===== config.mk =====
export PLATFORM = sky130hd
export DESIGN_NAME = fetch_unit
export DESIGN_NICKNAME = d
export VERILOG_FILES = /design/src/rtl/fetch_unit_pkg.sv /design/src/rtl/fetch_unit_buf.sv /design/src/rtl/fetch_unit.sv
export SDC_FILE = /design/constraint.sdc
export NUM_CORES = 1
export LEC_CHECK = 0
export ABC_AREA = 0
export CORE_ASPECT_RATIO = 0.6
export CORE_MARGIN = 8
export CORE_UTILIZATION = 46
export CTS_CLUSTER_DIAMETER = 100
export DETAILED_ROUTE_END_ITERATION = 10
export PLACE_DENSITY_LB_ADDON = 0.15
export SYNTH_ARGS = -nofsm -noshare
export SYNTH_HDL_FRONTEND = slang
export SYNTH_SLANG_ARGS = --single-unit

===== constraint.sdc =====
create_clock -name clk -period 3.2 [get_ports clk]
set_clock_uncertainty 0.15 [all_clocks]
set_input_delay 0.8 -clock clk [delete_from_list [all_inputs] [get_ports clk]]
set_output_delay 0.8 -clock clk [all_outputs]
set_load 0.02 [all_outputs]

===== src/rtl/fetch_unit_pkg.sv =====
// fetch_unit_pkg: shared types and constants for the instruction-fetch stage.
package fetch_unit_pkg;
  localparam int INSTR_W = 32;
  localparam logic [31:0] PC_INC = 32'd4;
  typedef enum logic [1:0] {S_BOOT, S_RUN, S_PAUSE} fetch_state_t;
  typedef struct packed {
    logic [31:0] pc;
    logic [INSTR_W-1:0] inst;
  } fetch_pkt_t;
endpackage


===== src/rtl/fetch_unit_buf.sv =====
// fetch_buf: small synchronous FIFO of fetch packets; flush overrides push.
module fetch_buf
  import fetch_unit_pkg::*;
#(
  parameter int DEPTH = 2,
  localparam int AW = $clog2(DEPTH),
  localparam int CW = AW + 1
) (
  input  logic          clk,
  input  logic          rst,
  input  logic          push,
  input  logic          pop,
  input  logic          flush,
  input  fetch_pkt_t    din,
  output logic          full,
  output logic          empty,
  output logic [CW-1:0] count,
  output fetch_pkt_t    head
);
  fetch_pkt_t mem_q [DEPTH];
  logic [AW-1:0] wp_q, rp_q;
  logic [CW-1:0] count_q;
  logic do_push, do_pop;
  assign empty = count_q == '0;
  assign full = count_q == CW'(DEPTH);
  assign count = count_q;
  assign head = mem_q[rp_q];
  assign do_push = push & ~flush;
  assign do_pop = pop & ~empty;
  always_ff @(posedge clk) begin
    if (do_push) mem_q[wp_q] <= din;
  end
  always_ff @(posedge clk or posedge rst) begin
    if (rst) begin
      wp_q <= '0;
      rp_q <= '0;
      count_q <= '0;
    end else if (flush) begin
      wp_q <= '0;
      rp_q <= '0;
      count_q <= '0;
    end else begin
      wp_q <= wp_q + AW'(do_push);
      rp_q <= rp_q + AW'(do_pop);
      count_q <= count_q + CW'(do_push) - CW'(do_pop);
    end
  end
endmodule


===== src/rtl/fetch_unit.sv =====
// fetch_unit: PC owner issuing 1-cycle SRAM reads into a fetch buffer with redirect flush.
// Define FETCH_PERF_CNT_EN to enable the perf_fetched/perf_bubbles counters.
module fetch_unit
  import fetch_unit_pkg::*;
#(
  parameter int IMEM_AW = 10,
  parameter int BUF_DEPTH = 2,
  parameter logic [31:0] RESET_PC = 32'h0000_0000
) (
  input  logic               clk,
  input  logic               rst,
  input  logic               fetch_en,
  input  logic               redirect_valid,
  input  logic [31:0]        redirect_pc,
  output logic               imem_ren,
  output logic [IMEM_AW-1:0] imem_raddr,
  input  logic [31:0]        imem_rdata,
  output logic               inst_valid,
  input  logic               inst_ready,
  output logic [31:0]        inst,
  output logic [31:0]        inst_pc,
  output logic [31:0]        perf_fetched,
  output logic [31:0]        perf_bubbles
);
  localparam int CW = $clog2(BUF_DEPTH) + 1;
  fetch_state_t state_q;
  logic [31:0] pc_q, pc_d, tag_q, tgt;
  logic inflight_q, redir, issue, deq, full, empty;
  logic [CW-1:0] count, occ;
  fetch_pkt_t head;
  assign tgt = redirect_pc & ~32'd3;
  assign redir = redirect_valid & (state_q != S_BOOT);
  assign deq = inst_valid & inst_ready;
  // Slots already committed: buffered + returning next edge, minus what leaves now.
  assign occ = count + CW'(inflight_q) - CW'(deq);
  assign issue = (state_q == S_RUN) & (redir | ((occ < CW'(BUF_DEPTH)) & ~(full & ~deq)));
  assign imem_ren = issue;
  assign imem_raddr = redir ? tgt[IMEM_AW+1:2] : pc_q[IMEM_AW+1:2];
  assign inst_valid = ~empty;
  assign inst = inst_valid ? head.inst : '0;
  assign inst_pc = inst_valid ? head.pc : '0;
  always_comb pc_d = redir ? (state_q == S_RUN ? tgt + PC_INC : tgt) : issue ? pc_q + PC_INC : pc_q;
  always_ff @(posedge clk or posedge rst) begin
    if (rst) begin
      state_q <= S_BOOT;
      pc_q <= RESET_PC;
      tag_q <= '0;
      inflight_q <= 1'b0;
    end else begin
      state_q <= fetch_en ? S_RUN : S_PAUSE;
      pc_q <= pc_d;
      tag_q <= redir ? tgt : pc_q;
      inflight_q <= issue;
    end
  end
  fetch_buf #(.DEPTH(BUF_DEPTH)) u_buf (
    .clk(clk),
    .rst(rst),
    .push(inflight_q),
    .pop(deq),
    .flush(redir),
    .din('{pc: tag_q, inst: imem_rdata}),
    .full(full),
    .empty(empty),
    .count(count),
    .head(head)
  );
`ifdef FETCH_PERF_CNT_EN
  logic [31:0] fetched_q, bubbles_q;
  always_ff @(posedge clk or posedge rst) begin
    if (rst) begin
      fetched_q <= '0;
      bubbles_q <= '0;
    end else begin
      fetched_q <= fetched_q + 32'(deq);
      bubbles_q <= bubbles_q + 32'((state_q == S_RUN) & inst_ready & ~inst_valid);
    end
  end
  assign perf_fetched = fetched_q;
  assign perf_bubbles = bubbles_q;
`else
  assign perf_fetched = '0;
  assign perf_bubbles = '0;
`endif
endmodule


==> flow_summary.ini <==
[outcome]
status = complete, no violations

[global_route]
grt_use_total_pct = 18.0
grt_pass1_vias = 6407
antenna_found_initial = 1
grt_pass1_wl_microns = 35500
use_met2_pct = 25.6
grt_max_degree = 63
grt_overflow_total = 0
grt_use_met3_pct = 4.23
top_usage_layer = met1
grt.met1_usage_pct = 27.2

[critical_path]
crit_type = primary input to output pin
timing.rr.start = state_q[0]$_DFF_PP0_
r2r_cells = 5
critPathMaxFanout = 2
r2r_end = u_buf.mem_q[1][34]$_DFFE_PP_
r2r_setup_slack_ns = 0.56
worstPathRequired_ns = 2.25
cp-start-kind = primary input
end_kind = output pin
critical_path_arrival_ns = 2.23

[layout]
syn2layout_area_growth_pct = 27.7
instances_no_fill = 1270
fillerInstances = 1687
fin_util_pct = 59.5
multi_input_area_sq_um = 3490
layout_common_cells = 127 x clkdlybuf4s50_1, 124 x edfxtp_1, 109 x nand2_1, 91 x nor2_1
layout_commonest_cell = clkdlybuf4s50_1
drive_above_1_share_pct = 12.3
ff_latch_area_sq_um = 5400
nNetsFinal = 1059
stdcell_area_sq_um = 11800

[yosys]
syn_avg_cell_area_sq_um = 11.6
synth_area_leaders = edfxtp_1 40%, dfrtp_1 18%, mux2i_1 7.1%, buf_4 5.4%, nand2_1 4.4%
synth_edf_count = 124
synth-seq-cells = 191
netlist_instances = 802
yosysSeqAreaShare_pct = 58.3
yosysUniqueCellTypes = 61
synth_warnings = 0
synthesis.area_sq_um = 9270
synth_ff_type = edfxtp_1
async_reset_ff_share_pct = 35.1
synth_largest_area_cell = edfxtp_1
yosysTopAreaCellShare_pct = 40.2

[die]
die_h_microns = 126
ioPinCount = 209
initial_core_util_pct = 46.6
fp-row-count = 40
fp.dieW_microns = 199
dieArea_sq_um = 25100
core_sq_um = 19900

[route]
via_per_inst = 5.15
num_vias = 6541
drc = 0
drt_iter0_drc = 537
antenna_left = 0
drtPass1Iterations = 5
wl_per_cell_microns = 17.8
routed_wl_microns = 22600

[timing]
final-max-slew-violation-count = 0
setup-tns-final_ns = 0
max_freq_mhz = 315
rsz0062_at_grt = true
slew_headroom_pct = 62.5
final.min_clock_period_ns = 3.18
setup_viol = 0
final-hold-violation-count = 0
finalCritPeriodShare_pct = 99.3
tightestPinTransition_ns = 0.561

[clock_tree]
hold_buffers = 0
htreeDepth = 4
cts_tree = done
clk_latency_ns = 0.43
clk_pin_slew_worst_paths_ns = 0.07
clockBufferDepth = 2
cts_sinks = 191
cts_buffers = 17
cts_root_buf = clkbuf_16

[placement]
dpl.hpwl_microns = 16500
port-buffer-count = 140
routabilityCongestion = 0.836
dp.cells = 1233
placed_cell_area_sq_um = 11200

[worst_hold_path]
hold_class = flip-flop to flip-flop
min_from = tag_q[22]$_DFF_PP0_
hold_depth = 0
holdPathEnd = u_buf.mem_q[1][54]$_DFFE_PP_

[power]
power.total_w = 0.00878
irDropWorstVdd_mv = 0.404
p_leak_nw = 4.54
power_per_cell_area_nw_per_um2 = 742

[run]
drv_cap = 0
## cell usage after synthesis, drive strengths merged, types with 13 or more instances
| cell | instances |
|---|---|
| edfxtp | 124 |
| nand2 | 110 |
| buf | 83 |
| nand3 | 21 |
| nor4 | 13 |
| nor2 | 93 |
| dfrtp | 67 |
| clkbuf | 21 |
| or4 | 13 |
| nor3 | 20 |
| xnor2 | 18 |
| mux2i | 67 |
## sequential cells by signal (all words and copies together) (netlist names)
register / cells
tag_q: 30
u_buf.count: 2
u_buf.rp_q: 1
pc_q: 30
u_buf.wp_q: 1
inflight_q: 1
state_q: 2
u_buf.mem_q: 124
## worst max-delay path by stage
stage / cells past startpoint / end / start / slack [ns]
after floorplan: 6 / u_buf.mem_q[0][0]$_DFFE_PP_ / redirect_valid / -0.09
after global placement: 8 / imem_ren / inst_ready / -0.74
after detailed placement: 8 / imem_ren / inst_ready / -0.72
after CTS: 8 / imem_ren / inst_ready / -0.0005
after global routing: 9 / imem_ren / u_buf.count[0]$_DFF_PP0_ / -0.06
final: 8 / imem_ren / inst_ready / 0.02
## metrics by stage
step	worst slack [ns]	hold WS [ns]
final	0.0232	0.297
after global routing	-0.0562	0.301
after CTS	-0.000539	0.295
after detailed placement	-0.722	0.280
after global placement	-0.743	0.275
after floorplan	-0.0921	0.270
## final cells by class
| cell class | count | share of cell area, % |
|---|---|---|
| Sequential cell | 191 | 45.7 |
| Multi-Input combinational cell | 562 | 29.5 |
| Timing Repair Buffer | 201 | 16.5 |
| Clock buffer | 19 | 3.83 |
| Tap cell | 273 | 2.89 |
| Clock inverter | 13 | 1.27 |
| Inverter | 10 | 0.317 |
| Antenna cell | 1 | 0.0212 |
## timing repair
| item | in CTS | in global routing |
|---|---|---|
| gates resized for setup | 25 | 2 |
| endpoints found under the setup margin | 73 | 3 |
| pin swaps | 3 | 3 |
| cloned | 0 | 0 |
| buffers inserted | 3 | 1 |
## routing by layer
| layer | vias up | part of all wire, % |
|---|---|---|
| met5 | - | 0 |
| met4 | 0 | 0.63 |
| met3 | 8 | 7.5 |
| met2 | 216 | 42 |
| met1 | 3180 | 50 |
| li1 | 3137 | - |
## critical path, cell delays in order
cell and delay [ns]:
dlygate4sd2_1 0.24, and2_4 0.17, ha_4 0.22, nor2b_4 0.16, xnor2_4 0.15, mux2i_4 0.30
nor2_4 0.07, buf_6 0.13
## power breakdown
part / internal [W] / leakage [nW] / switching [W]
clock: 0.00121 / 0.293 / 0.000955
sequential: 0.00290 / 1.92 / 0.000176
combinational: 0.00159 / 2.32 / 0.00194
total: 0.00570 / 4.54 / 0.00307
## kinds of logic after synthesis
| logic type | Yosys count | synth area share, % |
|---|---|---|
| simple gates | 326 | 17.7 |
| mux | 68 | 7.40 |
| buf+inv | 114 | 7.47 |
| compound gates | 73 | 5.83 |
| xor+xnor | 22 | 2.28 |
| other cells | 1 | 0.0405 |
| flops | 191 | 58.3 |
| fa+ha+maj | 7 | 0.945 |
No activity file was read; power rests on OpenSTA's default activity.
==> RTL edit 1: new RTL, same settings <==
The parameter `BUF_DEPTH` goes from 2 to 4.
--- a/src/rtl/fetch_unit.sv
+++ b/src/rtl/fetch_unit.sv
@@ -4,7 +4,7 @@
   import fetch_unit_pkg::*;
 #(
   parameter int IMEM_AW = 10,
-  parameter int BUF_DEPTH = 2,
+  parameter int BUF_DEPTH = 4,
   parameter logic [31:0] RESET_PC = 32'h0000_0000
 ) (
   input  logic               clk,
Check against the original RTL: not equivalent (Yosys sat finds a counterexample within 4 cycles, from zero or initial values and one cycle with rst high).
==> RTL edit 1 against the unedited design <==
  * The flow now finishes with violations (setup timing)
  * Power rose by 55%
  * Area after synthesis rose by 50%
  * Maximum frequency fell by 17%
  * Non-clock buffer count rose by 53
  * Setup slack got worse by 650 ps
  * Sequential cell count rose by 127
  * Largest cell class unchanged
  * Wire length rose by 52%
  * Critical path depth rose by 4
  * Sequential share of layout area rose by 5.7 points
  * Critical endpoint unchanged
  * Design area rose by 51%
==> RTL edit 1: results (changes against the unedited design) <==
[finish]
largestRegisters=u_buf.mem_q x248, pc_q x30, tag_q x30
antenna_cells=0  ; -1

[timing]
slew_headroom_pct=60.24  ; -2.3 points
setup_tns_ps=-2868  ; -2868 ps
finalSetupViolCount=20  ; +20
setup_slack_ps=-624.5  ; -647.7 ps

[logic_synthesis]
synthTopCellsByCount=248 x edfxtp_1, 116 x nand2_1, 70 x dfrtp_1
ys_seq_area_share_pct=66.09  ; +7.8 points
synthTopCellsByArea=edfxtp_1 54%, dfrtp_1 13%, mux4_2 10%

[global_routing]
antenna_found_initial=0  ; -1
grt_max_degree=56  ; -11%
grt_pass1_vias=8329  ; +30%
track_usage_pct=17.90  ; -0.11 points
grt_first_pass_wirelength_um=49990  ; +41%

[cts]
cts_made_buffers=30  ; +13
clockBufferDepth=3  ; +1
clock_latency_ps=570  ; +140 ps
htreeDepth=1  ; -3

[power]
leakagePower_nw=6.588  ; +45%

[routing]
via_per_inst=5.221  ; +1.4%

[placed_design]
place_congestion=0.8944  ; +7.0%
place_area_um2=16370  ; +47%
dp_hpwl_um=21870  ; +32%

[outcome]
violations=setup timing
outcome=finished with violations

[critical_path]
worstPathArrival_ps=2870  ; +640 ps

-- RTL edit 1: cell count changes after synthesis, sizes merged, moves of 8 or more --
cell    unedited run  this run
o31a              10         1
clkbuf            21        30
a21oi              1         9
nor2              93        26
xor2               4        18
nor2b              1        66
xnor2             18        28
inv               10        20
edfxtp           124       248
o31ai              9         1
a31oi             11         1
mux2i             67         7
mux4               0        62
-- RTL edit 1: critical path, stage by stage, from the launching register on --
cell     delay [ps]
dfrtp_1         370
or2_4           260
nor2_4           90
nor2b_1          50
ha_2            180
inv_2            60
ha_4            190
and3b_2         210
buf_6           120
o211a_1         210
o31a_1          340
nor2_4          110
buf_6           130
-- RTL edit 1: logic make-up after synthesis --
family	synth area share [%]
AO/OA/AOI/OAI	2.364
XOR/XNOR	2.894
adder cells (fa/ha/maj)	0.8630
buffers and inverters	5.348
flip-flops	66.09
multiplexers	10.53
other	0.02694
AND/OR/NAND/NOR	11.88
-- RTL edit 1: what timing repair did --
| action | 4_1_cts | 5_1_grt |
|---|---|---|
| endpoints found under the setup margin | 93 | 71 |
| gates cloned | 2 | 8 |
| resized for setup | 266 | 104 |
| buffers inserted | 2 | 19 |
| pin swaps | 6 | 26 |
-- RTL edit 1: worst paths after layout --
kind,from,to,depth (start not counted)
min in group asynchronous,rst,tag_q[10],2
max,u_buf.count[1],imem_ren,12
max reg2reg,u_buf.count[1],pc_q[21],15
max in group asynchronous,rst,tag_q[15],3
min reg2reg,tag_q[2],u_buf.mem_q[3][34],0
min,tag_q[2],u_buf.mem_q[3][34],0
-- RTL edit 1: layout make-up --
type,instances,area [um^2]
fillers,2310,11950
inverters,20,75.07
repair buffers,254,2562
multi-input cells,559,4572
flip-flops and latches,318,9204
well taps,408,510.5
clock inverters,14,162.7
clock buffers,42,825.8
-- RTL edit 1: per-layer routing --
| metal | routed length, um | vias up | track usage, % | share of wire, % |
|---|---|---|---|---|
| met5 | 0 | - | 0 | 0 |
| met4 | 486 | 0 | 3.114 | 1.4 |
| met3 | 2289 | 32 | 4.314 | 6.7 |
| met2 | 15330 | 251 | 26.84 | 45 |
| met1 | 16180 | 4294 | 26.60 | 47 |
| li1 | - | 3855 | - | - |
-- RTL edit 1: through the flow --
stage / cells / hold slack [ps]
4_1_cts: 1589 / 341.8
6_report: 1615 / 337.5
3_3_place_gp: 1529 / 327.3
2_1_floorplan: 1004 / 304.7
3_5_place_dp: 1529 / 326.2
5_1_grt: 1615 / 360.0
-- RTL edit 1: where the power goes --
part           leakage, nW  internal, mW  switching [mW]
logic                 3.01          2.39            2.69
registers             3.09          4.76           0.215
clock network        0.488          2.05            1.51
total                 6.59          9.20            4.42
==> RTL edit 2: new RTL, same flow settings <==
Made on the original files. Encoding of `fetch_state_t`: now one-hot (3 bits for 3 states).
--- a/src/rtl/fetch_unit_pkg.sv
+++ b/src/rtl/fetch_unit_pkg.sv
@@ -2,7 +2,7 @@
 package fetch_unit_pkg;
   localparam int INSTR_W = 32;
   localparam logic [31:0] PC_INC = 32'd4;
-  typedef enum logic [1:0] {S_BOOT, S_RUN, S_PAUSE} fetch_state_t;
+  typedef enum logic [2:0] {S_BOOT = 3'b001, S_RUN = 3'b010, S_PAUSE = 3'b100} fetch_state_t;
   typedef struct packed {
     logic [31:0] pc;
     logic [INSTR_W-1:0] inst;
Formal check against the unedited RTL: same outputs for any inputs over 4 cycles, from zero or initial values and one cycle with rst high; so few cycles prove little.
==> RTL edit 2 against the unedited design <==
  * Design area is 3.0% lower
  * Critical path type is now flip-flop to output pin
  * Synthesized cell count is 6.9% lower
  * Combinational power is 12% lower
  * Sequential cell count is 1 higher
  * Power is 7.7% lower
  * Wire length is 7.5% lower
  * Area after synthesis is 3.5% lower
  * Setup slack worse by 99 ps
  * The flow now finishes with violations (setup timing)
  * Hold slack worse by 4.2 ps
  * Critical endpoint unchanged
==> RTL edit 2: results (changes against the unedited design) <==
[logic_synthesis]
synthXorXnorAreaFrac_pct=5.780  ; +3.5 points
synthTopCellsByArea=edfxtp_1 42%, dfrtp_1 19%, mux2i_1 9.1%
yosys.area_share.adder_pct=0.9797  ; +0.034 points
ys_types=44  ; -28%
synth-compound-area-share_pct=1.931  ; -3.9 points
synthMuxAreaShare_pct=9.195  ; +1.8 points
syn_inst=747  ; -6.9%
ys_seq_area_share_pct=60.70  ; +2.4 points
synthTopCellsByCount=124 x edfxtp_1, 106 x nand2_1, 81 x mux2i_1, 81 x nor2_1, 67 x dfrtp_1

[placed_design]
dp_hpwl_um=15060  ; -8.8%
place_congestion=0.8270  ; -1.1%

[finish]
final.fill_count=1534  ; -9.1%
nNetsFinal=1007  ; -4.9%
multiInputCombCellCount=512  ; -8.9%
bufAreaShareNonClock_pct=17.10  ; +0.59 points
clkCellAreaFrac_pct=4.842  ; -0.26 points
n_all_buffers=196  ; -2.5%
nNonClkInverters=12  ; +2
multi_input_comb_area_um2=3171  ; -9.1%
nClkBuffers=21  ; +2
sh_seq_area_pct=47.33  ; +1.6 points

[cts]
postCtsSetupBuffers=5  ; +2
cts.sinks=192  ; +0.52%

[timing]
setup_tns_ps=-76.26  ; -76.26 ps
finalSetupViolCount=1  ; +1
setup_slack_ps=-76.26  ; -99.47 ps

[critical_path]
cpPeakStageDelay_ps=420  ; +120 ps
worstPathArrival_ps=2330  ; +100 ps
critPathTopFamily=flip-flops

[power]
p_sw_mw=2.767  ; -10%
pwr-share-seq_pct=36.7  ; +1.7 points
max-vdd-ir-drop_uv=454.1  ; +12%
leakagePower_nw=4.459  ; -1.8%
p_comb_share_pct=38.5  ; -1.8 points

[global_routing]
use_met2_pct=26.09  ; +0.50 points
use_met3_pct=4.614  ; +0.39 points
grt_max_degree=69  ; +9.5%
antenna_found_initial=2  ; +1
grt_first_pass_wirelength_um=32550  ; -8.4%
track_usage_pct=17.34  ; -0.68 points

[outcome]
outcome=finished with violations
violations=setup timing

[routing]
wl_met2_um=9404  ; -0.49%
top_layer=met5
wl_met1_um=9929  ; -13%
vias=5893  ; -9.9%
wl_um=20940  ; -7.5%
via_per_inst=4.948  ; -3.9%
dr_wl_met3_um=1359  ; -20%

[floorplanning]
rows=39  ; -2.5%

[RTL edit 2: changes by cell type in the layout (fill, tap and decap cells not counted), moves of 11 or more]
| cell | delta |
|---|---|
| xor2_1 | +33 |
| mux2i_1 | +15 |
| or4_1 | -13 |
| nor4_1 | -12 |
| nor3_1 | -15 |
| nor2_1 | -11 |
[RTL edit 2: path summary, 6_finish.rpt]
kind / from / end / slack, ps / cells after the start
worst max-delay path: u_buf.count[0] / imem_ren / -80 / 9
worst min-delay path: tag_q[26] / u_buf.mem_q[0][58] / 290 / 0
worst max register to register: u_buf.count[0] / pc_q[13] / 550 / 13
worst min register to register: tag_q[26] / u_buf.mem_q[0][58] / 290 / 0
max in group asynchronous: rst / state_q[0] / 1920 / 3
min in group asynchronous: rst / tag_q[5] / 620 / 3
[RTL edit 2: metrics by stage]
stage | util (%) | setup slack [ps]
after floorplan | - | -188.9
after global placement | 56.76 | -868.3
after detailed placement | 56.76 | -902.1
after CTS | 59.97 | -188.9
after global routing | 60.29 | -173.0
final | 60.29 | -76.26
